<file path="src/rtl/srt4_pkg.sv">
// Shared widths and FSM state encoding for the SRT radix-4 result fix-up block.
package srt4_pkg;

    localparam int DATA_W  = 8;
    localparam int REM_W   = 9;
    localparam int CNT_W   = 3;
    localparam int STATE_W = 3;

    localparam logic [STATE_W-1:0] S_IDLE   = 3'd0;
    localparam logic [STATE_W-1:0] S_SUB    = 3'd1;
    localparam logic [STATE_W-1:0] S_CORR   = 3'd2;
    localparam logic [STATE_W-1:0] S_DENORM = 3'd3;
    localparam logic [STATE_W-1:0] S_OUTQ   = 3'd4;
    localparam logic [STATE_W-1:0] S_OUTR   = 3'd5;
    localparam logic [STATE_W-1:0] S_DONE   = 3'd6;

endpackage

</file>
<file path="src/rtl/srt4_adder9.sv">
// 9-bit adder/subtractor shared between quotient assembly and remainder correction.
module srt4_adder9
    import srt4_pkg::*;
(
    input  logic [REM_W-1:0] a_i,
    input  logic [REM_W-1:0] b_i,
    input  logic             sub_i,
    output logic [REM_W-1:0] sum_o
);

    assign sum_o = sub_i ? (a_i - b_i) : (a_i + b_i);

endmodule

</file>
<file path="src/rtl/srt4_result_fix.sv">
// Turns the divider's redundant quotient and normalized remainder into a final
// quotient/remainder pair and streams them out one byte per cycle.
module srt4_result_fix
    import srt4_pkg::*;
(
    input  logic              clk,
    input  logic              rst,
    input  logic              beginSignal,
    input  logic [DATA_W-1:0] qp,
    input  logic [DATA_W-1:0] qn,
    input  logic [REM_W-1:0]  rem,
    input  logic [DATA_W-1:0] divisor,
    input  logic [CNT_W-1:0]  shift_cnt,
    output logic [DATA_W-1:0] outbus,
    output logic              outValid,
    output logic              endSignal
);

    localparam logic [CNT_W-1:0]  CNT_ONE = 3'd1;
    localparam logic [DATA_W-1:0] Q_ONE   = 8'd1;

    logic [STATE_W-1:0] state_q, state_d;
    logic [DATA_W-1:0]  q_q, q_d;
    logic [REM_W-1:0]   r_q, r_d;
    logic [CNT_W-1:0]   cnt_q, cnt_d;
    logic [DATA_W-1:0]  qp_q, qp_d;
    logic [DATA_W-1:0]  qn_q, qn_d;
    logic [DATA_W-1:0]  div_q, div_d;
    logic [CNT_W-1:0]   sh_q, sh_d;

    logic [REM_W-1:0]   add_a, add_b, add_sum;
    logic               add_sub;

    srt4_adder9 u_adder (
        .a_i   (add_a),
        .b_i   (add_b),
        .sub_i (add_sub),
        .sum_o (add_sum)
    );

    // SUB forms qp - qn; every other state feeds the remainder correction R + divisor.
    always_comb begin
        if (state_q == S_SUB) begin
            add_a   = {1'b0, qp_q};
            add_b   = {1'b0, qn_q};
            add_sub = 1'b1;
        end else begin
            add_a   = r_q;
            add_b   = {1'b0, div_q};
            add_sub = 1'b0;
        end
    end

    // NOTE: every variable gets a hold default before the case so no path infers a latch.
    always_comb begin
        state_d = state_q;
        q_d     = q_q;
        r_d     = r_q;
        cnt_d   = cnt_q;
        qp_d    = qp_q;
        qn_d    = qn_q;
        div_d   = div_q;
        sh_d    = sh_q;
        unique case (state_q)
            S_IDLE: begin
                if (beginSignal) begin
                    qp_d    = qp;
                    qn_d    = qn;
                    r_d     = rem;
                    div_d   = divisor;
                    sh_d    = shift_cnt;
                    state_d = S_SUB;
                end
            end
            S_SUB: begin
                q_d     = add_sum[DATA_W-1:0];
                state_d = S_CORR;
            end
            S_CORR: begin
                // A negative partial remainder means the last digit overshot by one.
                if (r_q[REM_W-1]) begin
                    q_d = q_q - Q_ONE;
                    r_d = add_sum;
                end
                cnt_d   = sh_q;
                state_d = S_DENORM;
            end
            S_DENORM: begin
                if (cnt_q == '0) begin
                    state_d = S_OUTQ;
                end else begin
                    r_d   = r_q >> 1;
                    cnt_d = cnt_q - CNT_ONE;
                end
            end
            S_OUTQ:  state_d = S_OUTR;
            S_OUTR:  state_d = S_DONE;
            S_DONE:  state_d = S_IDLE;
            default: state_d = S_IDLE;
        endcase
    end

    // NOTE: state uses non-blocking assignments so every register sees pre-edge values.
    always_ff @(posedge clk or posedge rst) begin
        if (rst) begin
            state_q <= S_IDLE;
            q_q     <= '0;
            r_q     <= '0;
            cnt_q   <= '0;
            qp_q    <= '0;
            qn_q    <= '0;
            div_q   <= '0;
            sh_q    <= '0;
        end else begin
            state_q <= state_d;
            q_q     <= q_d;
            r_q     <= r_d;
            cnt_q   <= cnt_d;
            qp_q    <= qp_d;
            qn_q    <= qn_d;
            div_q   <= div_d;
            sh_q    <= sh_d;
        end
    end

    // Outputs decode straight from state, so an asynchronous reset clears them at once.
    always_comb begin
        outbus    = '0;
        outValid  = 1'b0;
        endSignal = 1'b0;
        unique case (state_q)
            S_OUTQ: begin
                outbus   = q_q;
                outValid = 1'b1;
            end
            S_OUTR: begin
                outbus   = r_q[DATA_W-1:0];
                outValid = 1'b1;
            end
            S_DONE:  endSignal = 1'b1;
            default: ;
        endcase
    end

endmodule

</file>
<file path="config.mk">
export PLATFORM = sky130hd
export DESIGN_NAME = srt4_result_fix
export DESIGN_NICKNAME = d
export VERILOG_FILES = /design/src/rtl/srt4_pkg.sv /design/src/rtl/srt4_adder9.sv /design/src/rtl/srt4_result_fix.sv
export SDC_FILE = /design/constraint.sdc
export NUM_CORES = 1
export LEC_CHECK = 0
export BUFFER_PORTS_ARGS = -buffer_cell sky130_fd_sc_hd__buf_2
export CAP_MARGIN = 20
export CORE_AREA = 5 5 108 110
export CTS_CLUSTER_SIZE = 28
export DETAILED_ROUTE_END_ITERATION = 7
export DIE_AREA = 0 0 113 115
export GPL_TIMING_DRIVEN = 0
export MAX_ROUTING_LAYER = met4
export SLEW_MARGIN = 15
export SYNTH_ARGS = -nofsm -noshare
export SYNTH_HDL_FRONTEND = slang
export SYNTH_SLANG_ARGS = --single-unit
</file>
<file path="constraint.sdc">
create_clock -name clk -period 5.3 [get_ports clk]
set_input_delay 0.53 -clock clk [delete_from_list [all_inputs] [get_ports clk]]
set_output_delay 0.53 -clock clk [all_outputs]
set_load 0.1 [all_outputs]
</file>
Word level (Yosys, flattened, before mapping)
Index checks and enable logic that the tools add are counted.
Word-level totals
  input port bits: 39
  output and inout port bits: 10
  register bits after elaboration: 50
  logic and storage cells: 53
Operators by class
  reductions and logical operators: 12
  multiplexer cells: 18
  equal/unequal tests: 10
  $add $sub $neg: 4
Operator list (number)
  2-to-1 mux 9 bit: 5
  case mux 8 bit (2 select lines): 2
  case mux 9 bit (3 select lines): 1
  case mux 3 bit (6 select lines): 1
  2-to-1 mux 8 bit: 2
  adder 9 x 8 -> 9 bit: 1
  == test 3 bit, second input constant: 3
  2-to-1 mux 3 bit: 3
  subtractor 9 x 8 -> 9 bit: 1
  != test 2 bit, second input constant: 4
  AND reduction 2 bit: 4
  subtractor 8 x 1 -> 8 bit, second input constant: 1
  == test 3 x 2 -> 1 bit, second input constant: 2
  zero test 3 bit: 2
  case mux 3 bit (2 select lines): 1
  AND reduction 4 bit: 1
  nonzero test 2 bit: 2
  == test 3 x 1 -> 1 bit, second input constant: 1
  2-to-1 mux 1 bit: 3
  AND reduction 3 bit: 1
  nonzero test 3 bit: 1
  subtractor 3 x 1 -> 3 bit, second input constant: 1
  OR reduction 2 bit: 1

Logic depth before layout (Yosys ltp)
  depth in word-level cells: 6
  depth in mapped cells: 14
  gate-level depth less buffers: 11

Modules after synthesis
Synthesis repeated with hierarchy kept, for this count alone.
Unflattened totals
  cells, all modules: 321
  area total of the unflattened synthesis: 3290.7 um2
Modules (own cells, without submodules)
  srt4_result_fix: cells each 252, area each 2767.7 um2, times used 1, sequential area each 1251.2 um2
  srt4_adder9: cells each 69, area each 523.0 um2, times used 1, sequential area each 0.0 um2

Worst setup path after synthesis
No wires, ideal clock.
  path kind: register to register
  start point: register state_q[1]
  end point: register q_q[6]
  library setup time: 0.116 ns
  required time: 5.184 ns
  clock period less this slack: 3.203 ns
  cell stages (with the launch flop): 14
  setup slack: 2.097 ns
  buffers on the path: 3
  arrival time: 3.087 ns
  cell sequence: dfrtp_1 > buf_2 > nand2b_1 > buf_2 > nor2_1 > clkbuf_1 > mux2_2 > ha_1 > fa_1 > nand2b_1 > a211oi_1 > or3_1 > nand2_1 > o311ai_0
Between the ends
  word-level cells in the longest chain between the ends: 5
  elaborated cells between the ends (all ways): 12
  those cells by class: 2 x add/sub; 3 x eq/ne; 5 x mux; 2 x reduce/logical
RTL lines
  from (decl): line srt4_result_fix.sv:22  | logic [STATE_W-1:0] state_q, state_d;
  from (signal assigned): line srt4_result_fix.sv:115  | state_q <= state_d;
  == test 3 x 1 -> 1 bit: line srt4_result_fix.sv:43, srt4_result_fix.sv:64
  2-to-1 mux 9 bit or 2-to-1 mux 8 bit (tied branches): line srt4_result_fix.sv:43  | if (state_q == S_SUB) begin
  adder 9 x 8 -> 9 bit or subtractor 9 x 8 -> 9 bit (tied branches): line srt4_adder9.sv:11  | assign sum_o = sub_i ? (a_i - b_i) : (a_i + b_i);
  2-to-1 mux 9 bit: line srt4_adder9.sv:11
  case mux 8 bit (2 select lines): line srt4_result_fix.sv:64  | unique case (state_q)
  to (signal assigned): line srt4_result_fix.sv:116  | q_q <= q_d;
  to (decl): line srt4_result_fix.sv:23  | logic [DATA_W-1:0] q_q, q_d;
Several ways; a longest one is shown, not always the timed one.
A chain may end at the register's enable or synchronous reset.

Worst setup path after layout
Ends and elaborated chain as after synthesis.

==> key figures <==
Outcome
  – Outcome: finished clean

Worst setup path
  – Crit Path Class: flop to flop
  – WP data arrival: 4.00 ns
  – Largest stage delay, worst path: 0.50 ns
  – Delay-heaviest family, CP: simple AND/OR/NAND/NOR gates
  – Critical path capture point type: flop
  – Crit path required time: 5.51 ns
  – R2r worst-path depth: 13
  – CP Launch Point: state_q[1]$_DFFE_PP0P_
  – CP bufs+invs: 3
  – CP max FO: 10
  – CP max stage cell: clkbuf_1
  – Nature of the critical path startpoint: flop
  – Critical Path End: q_q[6]$_DFFE_PP0P_
  – Reg2reg start: state_q[1]$_DFFE_PP0P_
  – R2r endpoint: q_q[6]$_DFFE_PP0P_
  – Critical path cell sequence: buf_2 > nand2b_1 > buf_2 > nor2_1 > clkbuf_1 > mux2_2 > ha_1 > fa_1 > nand2b_1 > a211oi_1 > or3_1 > nand2_1 > o311ai_0
  – R2R Setup Slk: 1.50 ns
  – WP depth: 13

STA
  – Least-Margin Pin Slew: 0.838 ns
  – Pins over their slew limit: 0
  – Worst setup margin: 1.50 ns
  – RSZ-0062 raised after global routing: false
  – Period minus WS final: 3.80 ns
  – Final setup TNS: 0 ns
  – Clk_skew: 0.0110 ns
  – # setup viols final: 0
  – Period utilization: 71.7%
  – Highest clock rate: 263 MHz
  – Slew HR: 43.8%
  – Hold Fails Final Rpt: 0

CTS
  – H-tree Lvls: 2
  – Post-CTS Setup Bufs: 0
  – Clock latency on the worst-skew pair: 0.31 ns
  – Post-CTS Resized: 0
  – Root Buffer: clkbuf_8
  – Cts hold-fix bufs: 0
  – Reg clk slew, reported paths: 0.09 ns
  – CTS tree: done
  – CTS Buf Count: 5
  – Sink Count: 50
  – Worst-case clock buffer depth: 2

Cells and area
  – Layout cell share with drive strength beyond 1: 26.0%
  – Most common library cell in the layout ignoring fill and taps: buf_2
  – Area grow syn2layout: 16.4%
  – Multi-input gate area: 1740 um^2
  – Finished Layout Cells: 524
  – Commonest non-fill, non-tap cells in the layout: buf_2, dfrtp_1, mux2_2
  – Diode count: 0
  – Register area: 1250 um^2
  – Fin nets: 435
  – Fillcell total: 1,103

Synthesis
  – Async SR Flop Fraction: 100%
  – Top cell type's share of synthesized area: 40.1%
  – Synth Cell Area: 3120 um^2
  – Synth unique cells: 51
  – Area contributors post-synth: dfrtp_1, mux2_2, ha_1
  – Yosys reg bits: 50
  – Net Count, Synth: 379
  – Seq/Total Area, Yosys: 40.1%
  – Primary FF master, synth: dfrtp_1
  – EDFF count, synth: 0
  – Largest area contributor in the netlist: dfrtp_1
  – Mean post-synth cell area: 9.51 um^2
  – Synth Warn #: 0
  – Cells after synthesis: 328

Drt
  – Drt total wl: 8390 um
  – Via-per-instance ratio: 5.16
  – Detail Route Antenna Nets: 0
  – Drt drc: 0
  – DR iter-0 viols: 168
  – Pre-antenna DRT Iters: 5
  – Via count: 2,705
  – WL/cell: 16.0 um

Die
  – CORE AREA: 10,600 um^2
  – Ports: 49
  – Die Span Y: 115 um
  – Die ar.: 13,000 um^2
  – Die Wd: 113 um
  – # rows: 38
  – Starting Density: 29.4%

Global route
  – Overall Global Routing Usage: 13.9%
  – Largest net degree at the start of global routing: 36
  – Initial antenna violation count: 0
  – GRT Residual Overflow: 0
  – First-pass GRT wire length: 14,000 um
  – Vias in the first global route: 2,706

Placed design
  – Final RePlAce weighted congestion: 0.847
  – IO buf count: 48
  – Dpl ws: 1.52 ns
  – Dpl cells: 517
  – HPWL after DPL: 6600 um

Hold path
  – Hold crit path type: input pin to asynchronous set/reset pin

Run
  – Max-cap violations: 0
[metal layers]
metal  wire length [um]  GRT usage [%]
met1               3720           18.8
met2               3960           22.1
met3                608           2.53
met4                 91           2.88
met5                  0              -
[cells in the mapped netlist, types with 5 or more instances]
cell type,count
buf_2,5
nor2_1,21
dfrtp_1,50
ha_1,11
o21ai_0,24
mux2i_1,9
mux2_2,32
clkbuf_1,13
nand2_1,31
nand2b_1,7
inv_1,13
xnor2_1,6
a21oi_1,19
nor3_1,11
[final cells by class]
type                    instances  area share (%)
multi-input cells             246            48.0
clock buffers                   7            2.10
well taps                     140            4.82
inverters                      14            1.45
plain buffers                  18            2.03
repair buffers                 49            7.17
flip-flops and latches         50            34.5
[cells by family after synthesis]
family / share of synthesized area [%]
XOR/XNOR: 2.81
AO/OA/AOI/OAI: 17.4
adder cells (fa/ha/maj): 5.05
flip-flops: 40.1
multiplexers: 14.4
AND/OR/NAND/NOR: 16.2
buffers and inverters: 4.05
[through the flow]
stage	hold WS [ns]	cell area (um^2)	util [%]
6_report	0.184	3630	34.2
5_1_grt	0.216	3630	34.2
4_1_cts	0.196	3630	34.2
3_5_place_dp	0.500	3550	33.5
3_3_place_gp	0.488	3530	33.3
2_1_floorplan	0.468	3120	-
[registers in the layout (all words and copies together), names as in the netlist]
signal   count
cnt_q        3
r_q          9
qn_q         8
sh_q         3
qp_q         8
q_q          8
div_q        8
state_q      3
[worst min path at each step]
| stage | start | endpoint | slack [ns] | cells after the start |
|---|---|---|---|---|
| after floorplan | r_q[2]$_DFFE_PP0P_ | r_q[2]$_DFFE_PP0P_ | 0.47 | 2 |
| after global placement | qp_q[2]$_DFFE_PP0P_ | qp_q[2]$_DFFE_PP0P_ | 0.49 | 1 |
| after detailed placement | qp_q[2]$_DFFE_PP0P_ | qp_q[2]$_DFFE_PP0P_ | 0.50 | 1 |
| after CTS | rst | cnt_q[0]$_DFFE_PP0P_ | 0.20 | 2 |
| after global routing | rst | cnt_q[0]$_DFFE_PP0P_ | 0.22 | 2 |
| final | rst | cnt_q[1]$_DFFE_PP0P_ | 0.18 | 2 |
Power is not shown: default switching activity piles up to over one toggle a cycle in this logic, so the estimate is an artifact.
